### src/rtl/bubble_sort_stage_sequencer_if.sv
// Handshake bundle between the sort sequencer, its caller and its children.
// master: sequencer side (ap_* outputs, child starts); slave: environment.
interface bubble_sort_stage_sequencer_if #(
    parameter int PASS_W = 8
);
    logic              ap_start;
    logic              ap_done;
    logic              ap_ready;
    logic              ap_idle;
    logic [PASS_W-1:0] pass_count;
    logic              load_start;
    logic              load_ready;
    logic              load_done;
    logic              sort_start;
    logic              sort_ready;
    logic              sort_done;
    logic              sort_swapped;
    logic              store_start;
    logic              store_ready;
    logic              store_done;
    logic [PASS_W-1:0] pass_idx;
    logic              early_exit;

    modport master (
        input  ap_start, pass_count,
        input  load_ready, load_done,
        input  sort_ready, sort_done, sort_swapped,
        input  store_ready, store_done,
        output ap_done, ap_ready, ap_idle,
        output load_start, sort_start, store_start,
        output pass_idx, early_exit
    );

    modport slave (
        output ap_start, pass_count,
        output load_ready, load_done,
        output sort_ready, sort_done, sort_swapped,
        output store_ready, store_done,
        input  ap_done, ap_ready, ap_idle,
        input  load_start, sort_start, store_start,
        input  pass_idx, early_exit
    );
endinterface

### src/rtl/bubble_sort_stage_sequencer.sv
// Sequences bubble_sort LOAD once, SORT once per pass, STORE once.
// Ports: clock, reset (sync, active-high), bus (ap_ctrl_hs + child
// handshakes, pass_count/pass_idx/early_exit); with SEQ_PERF_CNT_EN
// defined, cycle_count reports cycles spent outside IDLE per run.
module bubble_sort_stage_sequencer #(
    parameter int PASS_W     = 8,
    parameter int EARLY_EXIT = 1,
    parameter int CNT_W      = 32
) (
    input  logic                            clock,
    input  logic                            reset,
    bubble_sort_stage_sequencer_if.master   bus
`ifdef SEQ_PERF_CNT_EN
    ,
    output logic [CNT_W-1:0]                cycle_count
`endif
);

    if (PASS_W < 1 || CNT_W < 1) begin : g_bad_cfg
        $error("PASS_W and CNT_W must be positive");
    end

    typedef enum logic [2:0] {
        S_IDLE,
        S_LOAD,
        S_SORT,
        S_STORE,
        S_DONE
    } state_t;

    state_t            state_q, state_d;
    logic              taken_q, taken_d;
    logic [PASS_W-1:0] cnt_q, cnt_d;
    logic [PASS_W-1:0] pidx_q, pidx_d;
    logic              ee_q, ee_d;

    always_ff @(posedge clock) begin
        if (reset) begin
            state_q <= S_IDLE;
            taken_q <= 1'b0;
            cnt_q   <= '0;
            pidx_q  <= '0;
            ee_q    <= 1'b0;
        end else begin
            state_q <= state_d;
            taken_q <= taken_d;
            cnt_q   <= cnt_d;
            pidx_q  <= pidx_d;
            ee_q    <= ee_d;
        end
    end

    // taken remembers that the current child call was accepted, so
    // x_start drops after the child's ready even while done is pending.
    always_comb begin
        state_d = state_q;
        taken_d = taken_q;
        cnt_d   = cnt_q;
        pidx_d  = pidx_q;
        ee_d    = ee_q;
        unique case (state_q)
            S_IDLE: begin
                if (bus.ap_start) begin
                    cnt_d   = bus.pass_count;
                    pidx_d  = '0;
                    ee_d    = 1'b0;
                    taken_d = 1'b0;
                    state_d = S_LOAD;
                end
            end
            S_LOAD: begin
                if (bus.load_done) begin
                    taken_d = 1'b0;
                    state_d = (cnt_q != '0) ? S_SORT : S_STORE;
                end else if (bus.load_ready) begin
                    taken_d = 1'b1;
                end
            end
            S_SORT: begin
                if (bus.sort_done) begin
                    // Compare the pre-increment index so count passes run
                    // and pass_idx stops at count without wrapping.
                    pidx_d  = pidx_q + PASS_W'(1);
                    taken_d = 1'b0;
                    if (pidx_q == cnt_q - PASS_W'(1)) begin
                        state_d = S_STORE;
                    end else if (EARLY_EXIT != 0 && !bus.sort_swapped) begin
                        ee_d    = 1'b1;
                        state_d = S_STORE;
                    end
                end else if (bus.sort_ready) begin
                    taken_d = 1'b1;
                end
            end
            S_STORE: begin
                if (bus.store_done) begin
                    taken_d = 1'b0;
                    state_d = S_DONE;
                end else if (bus.store_ready) begin
                    taken_d = 1'b1;
                end
            end
            S_DONE: begin
                state_d = S_IDLE;
            end
            default: begin
                state_d = S_IDLE;
            end
        endcase
    end

    assign bus.ap_idle     = (state_q == S_IDLE);
    assign bus.ap_done     = (state_q == S_DONE);
    assign bus.ap_ready    = (state_q == S_DONE);
    assign bus.load_start  = (state_q == S_LOAD) && !taken_q;
    assign bus.sort_start  = (state_q == S_SORT) && !taken_q;
    assign bus.store_start = (state_q == S_STORE) && !taken_q;
    assign bus.pass_idx    = pidx_q;
    assign bus.early_exit  = ee_q;

`ifdef SEQ_PERF_CNT_EN
    logic [CNT_W-1:0] cc_q, cc_d;

    always_comb begin
        cc_d = cc_q;
        if (state_q == S_IDLE) begin
            if (bus.ap_start) begin
                cc_d = '0;
            end
        end else if (cc_q != '1) begin
            cc_d = cc_q + CNT_W'(1);
        end
    end

    always_ff @(posedge clock) begin
        if (reset) begin
            cc_q <= '0;
        end else begin
            cc_q <= cc_d;
        end
    end

    assign cycle_count = cc_q;
`endif

endmodule

### src/flat_wrapper.sv
// flat-port wrapper written by rule: the top's interface ports become plain ports
module bubble_sort_stage_sequencer_flat 
#(
    parameter int PASS_W     = 8,
    parameter int EARLY_EXIT = 1,
    parameter int CNT_W      = 32
)
  (clock, reset, bus_ap_start, bus_pass_count, bus_load_ready, bus_load_done, bus_sort_ready, bus_sort_done, bus_sort_swapped, bus_store_ready, bus_store_done, bus_ap_done, bus_ap_ready, bus_ap_idle, bus_load_start, bus_sort_start, bus_store_start, bus_pass_idx, bus_early_exit);
  bubble_sort_stage_sequencer_if #(.PASS_W(PASS_W)) bus_i ();
  input  logic clock;
  input  logic reset;
  input wire logic [$bits(bus_i.ap_start)-1:0] bus_ap_start;
  input wire logic [$bits(bus_i.pass_count)-1:0] bus_pass_count;
  input wire logic [$bits(bus_i.load_ready)-1:0] bus_load_ready;
  input wire logic [$bits(bus_i.load_done)-1:0] bus_load_done;
  input wire logic [$bits(bus_i.sort_ready)-1:0] bus_sort_ready;
  input wire logic [$bits(bus_i.sort_done)-1:0] bus_sort_done;
  input wire logic [$bits(bus_i.sort_swapped)-1:0] bus_sort_swapped;
  input wire logic [$bits(bus_i.store_ready)-1:0] bus_store_ready;
  input wire logic [$bits(bus_i.store_done)-1:0] bus_store_done;
  output wire logic [$bits(bus_i.ap_done)-1:0] bus_ap_done;
  output wire logic [$bits(bus_i.ap_ready)-1:0] bus_ap_ready;
  output wire logic [$bits(bus_i.ap_idle)-1:0] bus_ap_idle;
  output wire logic [$bits(bus_i.load_start)-1:0] bus_load_start;
  output wire logic [$bits(bus_i.sort_start)-1:0] bus_sort_start;
  output wire logic [$bits(bus_i.store_start)-1:0] bus_store_start;
  output wire logic [$bits(bus_i.pass_idx)-1:0] bus_pass_idx;
  output wire logic [$bits(bus_i.early_exit)-1:0] bus_early_exit;
  assign bus_i.ap_start = bus_ap_start;
  assign bus_i.pass_count = bus_pass_count;
  assign bus_i.load_ready = bus_load_ready;
  assign bus_i.load_done = bus_load_done;
  assign bus_i.sort_ready = bus_sort_ready;
  assign bus_i.sort_done = bus_sort_done;
  assign bus_i.sort_swapped = bus_sort_swapped;
  assign bus_i.store_ready = bus_store_ready;
  assign bus_i.store_done = bus_store_done;
  assign bus_ap_done = bus_i.ap_done;
  assign bus_ap_ready = bus_i.ap_ready;
  assign bus_ap_idle = bus_i.ap_idle;
  assign bus_load_start = bus_i.load_start;
  assign bus_sort_start = bus_i.sort_start;
  assign bus_store_start = bus_i.store_start;
  assign bus_pass_idx = bus_i.pass_idx;
  assign bus_early_exit = bus_i.early_exit;
  bubble_sort_stage_sequencer #(.PASS_W(PASS_W), .EARLY_EXIT(EARLY_EXIT), .CNT_W(CNT_W)) u_core (.clock(clock), .reset(reset), .bus(bus_i));
endmodule
### config.mk
export PLATFORM = sky130hd
export DESIGN_NAME = bubble_sort_stage_sequencer_flat
export DESIGN_NICKNAME = d
export VERILOG_FILES = /design/src/rtl/bubble_sort_stage_sequencer_if.sv /design/src/rtl/bubble_sort_stage_sequencer.sv /design/src/flat_wrapper.sv
export SDC_FILE = /design/constraint.sdc
export NUM_CORES = 1
export LEC_CHECK = 0
export BUFFER_PORTS_ARGS = -buffer_cell sky130_fd_sc_hd__buf_2
export CAP_MARGIN = 10
export CORE_ASPECT_RATIO = 0.75
export CORE_MARGIN = 2
export CORE_UTILIZATION = 31
export CTS_CLUSTER_SIZE = 12
export DETAILED_ROUTE_END_ITERATION = 6
export MAX_ROUTING_LAYER = met4
export PLACE_DENSITY = 0.62
export SLEW_MARGIN = 30
export SYNTH_ARGS = -nofsm -noshare
export SYNTH_HDL_FRONTEND = slang
export SYNTH_SLANG_ARGS = --single-unit
### constraint.sdc
create_clock -name clock -period 1.9 [get_ports clock]
set_input_delay 0.095 -clock clock [delete_from_list [all_inputs] [get_ports clock]]
set_output_delay 0.095 -clock clock [all_outputs]
set_load 0.01 [all_outputs]
==> results.rst, run 1 <==
.. list-table::
   :header-rows: 1

   * - Metric
     - Value
   * - Status
     - completed
   * - Vias
     - 1,150
   * - Antenna violation net count after detailed routing
     - 0
   * - Number of hold violations in the final report
     - 0
   * - # Post-CTS Setup Buffers
     - 0
   * - Clock tree from TritonCTS
     - done
   * - Max IR drop VDD
     - 0.310 mV
   * - CP max FO
     - 6
   * - Number of ports placed on the die boundary
     - 33
   * - Die extent in y
     - 59.5 um
   * - Skew final
     - 0.00791 ns
   * - WL/cell
     - roughly 12 um
   * - Cell with the biggest individual delay on the critical path
     - sky130_fd_sc_hd__dfxtp_1
   * - Post-route DRC violation count
     - 0
   * - Top layer reached by signal wires
     - met4
   * - Average cell area after synthesis
     - 8.15 um^2
   * - Number of clock sinks
     - 21
   * - Clock transition at the registers of the reported paths
     - 0.08 ns
   * - Routed wl met2
     - ~1.2 mm
   * - Share of the synthesized area in the top cell type
     - 0.331
   * - Relative slew slack
     - 0.620
   * - Clock Latency Late Sink
     - approximately 0.26 ns
   * - Path depth of the worst reg2reg path
     - 7
   * - Category of the critical setup timing path
     - reg2reg
   * - Crit Reg-Reg Startpoint
     - u_core.cnt_q[0]
   * - Vias in the first global route
     - approximately 990
   * - Setup repair after global routing missed its margin
     - no
   * - Power density over cell area
     - between 700 and 800 mW/mm^2
   * - Layout Cell Area excl Fill
     - roughly 0.0015 mm^2
   * - Period utilization
     - 0.923
   * - Syn Std Cell Area
     - approximately 0.0013 mm^2
   * - Most numerous cell in the Yosys netlist
     - sky130_fd_sc_hd__nand2_1
   * - Final #Nets
     - 210
   * - Total of warnings raised by yosys
     - 0
   * - Pin count of the biggest net entering global routing
     - 16
   * - Die ar.
     - 0.00463 mm^2
   * - Synth-to-Final Area Change
     - 21.1%
   * - Data required time at the worst endpoint
     - 2.06 ns
   * - Met1 wire length
     - 1.55 mm
   * - Number of instances in the synthesized netlist
     - 156
   * - Combined buffer and inverter count along the critical path
     - 1
   * - Initial antenna violation count
     - 0
   * - Actual transition at the worst max-transition pin
     - 0.569 ns
   * - Depth of the critical timing path with buffers and inverters included
     - 7
   * - Share of cells above drive strength 1
     - 0.254
   * - Syn_nets
     - approximately 180
   * - Crit path largest cell delay
     - 0.42 ns
   * - Final number of max-transition violations
     - 0
   * - CP endpoint kind
     - flop
   * - First-pass GRT wire length
     - approximately 4.7 mm
   * - Worst setup path end
     - u_core.bus.early_exit
   * - Via count normalized by instance count
     - 4.71
   * - Critical path startpoint category
     - flop
   * - Fraction of registers with async set or reset after synthesis
     - 0
   * - GR Overflow Total
     - 0
   * - Max-cap check violation count
     - 0
   * - Antenna Cells
     - 0
   * - FF-to-FF End
     - u_core.bus.early_exit
   * - Total setup violations reported at the end of the flow
     - 0
   * - Crit path arrival time
     - 1.91 ns
   * - Worst hold path type
     - in2reg
   * - Setup total negative slack
     - 0 ns
   * - Met3 WL post-DR
     - 146 um
   * - Top cell types by occurrence after synthesis
     - 27 x sky130_fd_sc_hd__nand2_1, 21 x sky130_fd_sc_hd__dfxtp_1, 12 x sky130_fd_sc_hd__nor2_1, 12 x sky130_fd_sc_hd__xnor2_1, 11 x sky130_fd_sc_hd__a21oi_1
   * - Root Buffer Master
     - sky130_fd_sc_hd__clkbuf_8
   * - Final min period
     - 1.75 ns
   * - CTS HTree Levels
     - 1
   * - Highest attainable clock frequency
     - 570 MHz
   * - Leading area contributor after synthesis
     - sky130_fd_sc_hd__dfxtp_1
   * - Largest cells by area after synthesis
     - sky130_fd_sc_hd__dfxtp_1 33%, sky130_fd_sc_hd__xnor2_1 8.3%, sky130_fd_sc_hd__nand2_1 8.0%
   * - Register-to-register path setup slack
     - roughly 0.15 ns
   * - Number of I/O port buffers
     - 32
   * - Lkg Pwr
     - 0.656 nW
   * - Initial DRC count
     - 83
   * - Area of the core
     - 0.00400 mm^2
   * - Placed standard-cell area
     - 0.00149 mm^2
   * - List of cells traversed by the critical path
     - inv_1 > ha_1 > xor2_1 > xnor2_1 > and4_1 > a31oi_1 > a211o_1
   * - Total length of routed wires
     - 2.90 mm
   * - Routability Congestion
     - 0.823
   * - GRT Util Overall
     - 0.134
   * - Flip-flop and latch count after synthesis
     - 21
   * - DP Wirelength
     - 2.28 mm
   * - Predominant post-synthesis flop cell
     - sky130_fd_sc_hd__dfxtp_1
   * - Synth unique cells
     - 39
   * - Number of resized instances in the post-cts repair step
     - 0
   * - Starting density of the core
     - 0.317
   * - EDFF count, synth
     - 0
   * - Die Wd
     - 77.9 um
   * - Share of the core filled with cells in the final layout
     - 0.384
   * - 1st-pass router iterations
     - 4
   * - Launch point of the critical path
     - u_core.cnt_q[0]
   * - Total clock buffers created by CTS
     - 3
   * - Std-Cell Rows
     - 20
   * - Sequential area share after synthesis
     - 0.331
   * - Category of cells accounting for the largest share of critical-path delay
     - flip-flops
   * - Hold buffers post-CTS
     - 0
   * - Maximum count of clock buffers along a single path
     - 2
[report_power, final]
group	leakage, nW	switching, W	internal [W]	total, W
combinational	0.459	0.000162	0.000160	0.000322
sequential	0.171	0.0000521	0.000471	0.000523
clock	0.0255	0.000153	0.000146	0.000299
total	0.656	0.000366	0.000778	0.00114
[final cells by class]
class	count	area, um^2
Fill cell	441	2460
Inverter	5	18.8
Sequential cell	21	420
Clock buffer	3	41.3
Clock inverter	1	5.00
Tap cell	55	68.8
Multi-Input combinational cell	121	779
Timing Repair Buffer	38	205
[state kept, by name (all words and copies together) (netlist names)]
| name | cells |
|---|---|
| u_core.bus.pass_idx | 8 |
| u_core.taken_q | 1 |
| u_core.state_q | 3 |
| u_core.bus.early_exit | 1 |
| u_core.cnt_q | 8 |
[per-layer routing]
metal	vias to the layer above	track usage
met5	-	-
met4	0	0.0201
met3	4	0.0366
met2	27	0.197
met1	509	0.189
li1	610	-
[worst reg2reg max path, stage by stage, from the launching register on]
cell,delay [ns]
sky130_fd_sc_hd__dfxtp_1,0.42
sky130_fd_sc_hd__inv_1,0.07
sky130_fd_sc_hd__ha_1,0.24
sky130_fd_sc_hd__xor2_1,0.20
sky130_fd_sc_hd__xnor2_1,0.15
sky130_fd_sc_hd__and4_1,0.23
sky130_fd_sc_hd__a31oi_1,0.09
sky130_fd_sc_hd__a211o_1,0.27
[cells in the final DEF (no fill, tap or decap), types with 2 or more instances in the layout]
cell type and n:
sky130_fd_sc_hd__a211o_1 2, sky130_fd_sc_hd__buf_2 32, sky130_fd_sc_hd__clkbuf_8 3, sky130_fd_sc_hd__nand3_1 5, sky130_fd_sc_hd__xnor2_1 12, sky130_fd_sc_hd__xor2_1 8, sky130_fd_sc_hd__nor4b_1 3, sky130_fd_sc_hd__o21ai_0 2
sky130_fd_sc_hd__or4_1 2, sky130_fd_sc_hd__ha_1 2, sky130_fd_sc_hd__nand4_1 3, sky130_fd_sc_hd__mux2i_1 3, sky130_fd_sc_hd__inv_1 5, sky130_fd_sc_hd__and3_1 2, sky130_fd_sc_hd__nor3b_1 2, sky130_fd_sc_hd__nor2_1 12
sky130_fd_sc_hd__a21oi_1 11, sky130_fd_sc_hd__and4_1 2, sky130_fd_sc_hd__nor2_2 2, sky130_fd_sc_hd__nand2_1 27, sky130_fd_sc_hd__buf_4 6, sky130_fd_sc_hd__nor3_1 5, sky130_fd_sc_hd__dfxtp_1 21
[through the flow]
stage	total power [W]	worst slack (ns)	instances	hold WS (ns)
after floorplan	0.000765	0.301	156	0.168
after global placement	0.000853	0.242	240	0.339
after detailed placement	0.000857	0.128	240	0.342
after CTS	0.00116	0.116	244	0.0603
after global routing	0.00121	0.00224	244	0.0638
final	0.00114	0.147	244	0.0605
[logic make-up (layout without fill, tap and decap cells)]
logic type,after synthesis,in the layout,share of synthesized area
AOI/OAI and AO/OA,22,22,0.107
xor gates and xnor gates,20,20,0.138
adders and majority gates,2,2,0.0197
buffers and inverters,14,47,0.0561
DFF,21,21,0.331
muxes,3,3,0.0236
and+or+nand+nor,74,74,0.325
[how the worst min path moves through the flow]
stage / startpoint / to / slack (ns) / cells past startpoint
6_report: bus_pass_count[5] / u_core.cnt_q[5] / 0.06 / 3
5_1_grt: bus_sort_swapped / u_core.state_q[0] / 0.06 / 2
4_1_cts: bus_pass_count[2] / u_core.cnt_q[2] / 0.06 / 3
3_5_place_dp: bus_pass_count[2] / u_core.cnt_q[2] / 0.34 / 3
3_3_place_gp: bus_pass_count[5] / u_core.cnt_q[5] / 0.34 / 3
2_1_floorplan: reset / u_core.taken_q / 0.17 / 1
Power figures use the tool's default switching activity.
==> run 2, diff against run 1 <==
- PLACE_DENSITY: 0.62 -> 0.63
- clock period: 1.9 -> 1.6 ns (I/O delays scaled with it)
==> run 2 against run 1 <==
Effect of this change: flip-flop and latch count stayed put; total power is 29% higher; clock skew is 0.0012 ns lower; highest routed layer unchanged; first-iteration DRC count is 23% lower; clock power is 22% higher.
==> results.rst, run 2 (synthesis gave the netlist of run 1 again) <==
.. list-table::
   :header-rows: 1

   * - Metric
     - Value
   * - Status
     - completed
   * - Number of ports placed on the die boundary
     - 33 (unchanged)
   * - Total clock buffers created by CTS
     - 3 (unchanged)
   * - Non-Filler Instances
     - 258 (+5.7%)
   * - Antenna violation net count after detailed routing
     - 0 (unchanged)
   * - Final min period
     - 1.58 ns (-0.170 ns)
   * - Category of the critical setup timing path
     - reg2reg
   * - Setup repair after global routing missed its margin
     - yes
   * - Routability Congestion
     - 0.821 (-0.17%)
   * - Crit path largest cell delay
     - 0.55 ns (+0.13 ns)
   * - Pin count of the biggest net entering global routing
     - 14 (-2)
   * - Total length of routed wires
     - 3.31 mm (+14%)
   * - Number of clock sinks
     - 21 (unchanged)
   * - Starting density of the core
     - 0.317 (unchanged)
   * - Most used cells in the layout excluding fill and tap cells
     - 32 x sky130_fd_sc_hd__buf_2, 27 x sky130_fd_sc_hd__nand2_1, 19 x sky130_fd_sc_hd__buf_4
   * - Area of the core
     - 0.00400 mm^2 (unchanged)
   * - CP endpoint kind
     - flop
   * - Most common cell after layout, fill and taps aside
     - sky130_fd_sc_hd__buf_2
   * - 1st-pass router iterations
     - 4 (unchanged)
   * - Total setup violations reported at the end of the flow
     - 0 (unchanged)
   * - Clock tree from TritonCTS
     - done
   * - Vias
     - 1,227 (+6.7%)
   * - Power density over cell area
     - 848 mW/mm^2 (+14%)
   * - Cells after DPL
     - 253 (+5.4%)
   * - Highest attainable clock frequency
     - 632 MHz (+11%)
   * - Worst hold path type
     - in2reg
   * - PnR Total Power
     - 0.00147 W (+29%)
   * - Cell with the biggest individual delay on the critical path
     - sky130_fd_sc_hd__or4_4
   * - Crit path arrival time
     - 1.75 ns (-0.16 ns)
   * - Std-Cell Rows
     - 20 (unchanged)
   * - Critical path startpoint category
     - flop
   * - Die Wd
     - 77.9 um (unchanged)
   * - CTS HTree Levels
     - 1 (unchanged)
   * - Max IR drop VDD
     - 0.492 mV (+58%)
   * - Die ar.
     - 0.00463 mm^2 (unchanged)
   * - Max-cap check violation count
     - 0 (unchanged)
   * - Post-route DRC violation count
     - 0 (unchanged)
   * - WL/cell
     - 12.8 um (+8.0%)
   * - CP max FO
     - 4 (-2)
   * - Area of combinational cells with multiple inputs
     - 855 um^2 (+9.6%)
   * - Final number of max-transition violations
     - 0 (unchanged)
   * - Clock transition at the registers of the reported paths
     - 0.08 ns (about the same)
   * - Setup total negative slack
     - 0 ns (unchanged)
   * - Synth-to-Final Area Change
     - 36.6%
   * - Relative slew slack
     - 0.731 (+0.110)
   * - First-pass GRT wire length
     - 5.37 mm (+13%)
   * - GRT Util Overall
     - 0.153 (+0.0189)
   * - Number of I/O port buffers
     - 32 (unchanged)
   * - Antenna Cells
     - 0 (unchanged)
   * - Lkg Pwr
     - 0.753 nW (+15%)
   * - Skew final
     - 0.00674 ns (-0.00117 ns)
   * - Combined buffer and inverter count along the critical path
     - 0 (-1)
   * - Initial antenna violation count
     - 0 (unchanged)
   * - Share of the core filled with cells in the final layout
     - 0.434 (+0.0494)
   * - Data required time at the worst endpoint
     - 1.77 ns (-0.29 ns)
   * - Category of cells accounting for the largest share of critical-path delay
     - simple AND/OR/NAND/NOR gates
   * - Root Buffer Master
     - sky130_fd_sc_hd__clkbuf_8
   * - Clock Latency Late Sink
     - 0.27 ns (about the same)
   * - Via count normalized by instance count
     - 4.76 (+0.91%)
   * - Share of cells above drive strength 1
     - 0.374 (+0.120)
   * - Initial DRC count
     - 64 (-23%)
   * - Actual transition at the worst max-transition pin
     - 0.403 ns (-0.166 ns)
   * - List of cells traversed by the critical path
     - or4_4 > nor2_4 > xnor2_2 > a31oi_1 > a211o_1
   * - Sequential Area
     - 427 um^2 (+1.5%)
   * - Period utilization
     - 0.989 (+0.0669)
   * - Hold buffers post-CTS
     - 0 (unchanged)
   * - Count of filler cells inserted in the layout
     - 429 (-2.7%)
   * - Final #Nets
     - 224 (+6.7%)
   * - Number of hold violations in the final report
     - 0 (unchanged)
   * - DP Wirelength
     - 2.50 mm (+9.8%)
   * - Vias in the first global route
     - 1,130 (+14%)
   * - Maximum count of clock buffers along a single path
     - 2 (unchanged)
   * - Minimum hold slack
     - 0.0408 ns (-0.0197 ns)
   * - Die extent in y
     - 59.5 um (unchanged)
   * - GR Overflow Total
     - 0 (unchanged)
-- run 2: layout make-up --
| class | instances | area share |
|---|---|---|
| Timing Repair Buffer | 52 | 0.186 |
| Tap cell | 55 | 0.0396 |
| Sequential cell | 21 | 0.246 |
| Clock buffer | 4 | 0.0259 |
| Multi-Input combinational cell | 121 | 0.492 |
| Inverter | 5 | 0.0108 |
-- run 2: routing by layer --
| layer | share of wire | up-vias | GRT usage |
|---|---|---|---|
| li1 | - | 633 | - |
| met1 | 0.52 | 566 | 0.207 |
| met2 | 0.44 | 24 | 0.235 |
| met3 | 0.039 | 4 | 0.0351 |
| met4 | 0.0054 | 0 | 0.0351 |
| met5 | 0 | - | - |
-- run 2: power by group --
part           switching (W)  internal, W  total, W
Sequential         0.0000559     0.000562  0.000618
Combinational       0.000235     0.000255  0.000490
Clock               0.000188     0.000178  0.000366
Total               0.000479     0.000995   0.00147
-- run 2: stage by stage --
step	area [um^2]	worst slack [ns]
finish	1740	0.0168
global route	1740	-0.0840
CTS	1660	-0.0325
detailed placement	1600	-0.0489
global placement	1600	0.00206
floorplan	1270	0.00137
-- run 2: worst reg2reg max path, delay by kind of cell (launching register included) --
family                    cells  cell delay, ns
and+or+nand+nor               2            0.68
DFF                           1            0.34
AOI/OAI and AO/OA             2            0.34
xor gates and xnor gates      1            0.12
-- run 2: final timing paths --
check / from / endpoint / slack, ns / depth (start not counted)
setup / recovery: u_core.cnt_q[0] / u_core.bus.early_exit / 0.02 / 5
hold / removal: bus_sort_swapped / u_core.state_q[0] / 0.04 / 2
setup reg to reg: u_core.cnt_q[0] / u_core.bus.early_exit / 0.02 / 5
hold reg to reg: u_core.cnt_q[1] / u_core.cnt_q[1] / 0.49 / 2
-- run 2: what timing repair did --
action                     4_1_cts  5_1_grt
setup endpoints to repair        4       19
pin swaps                        1        7
resized for setup                3       16
setup buffers                    0        1
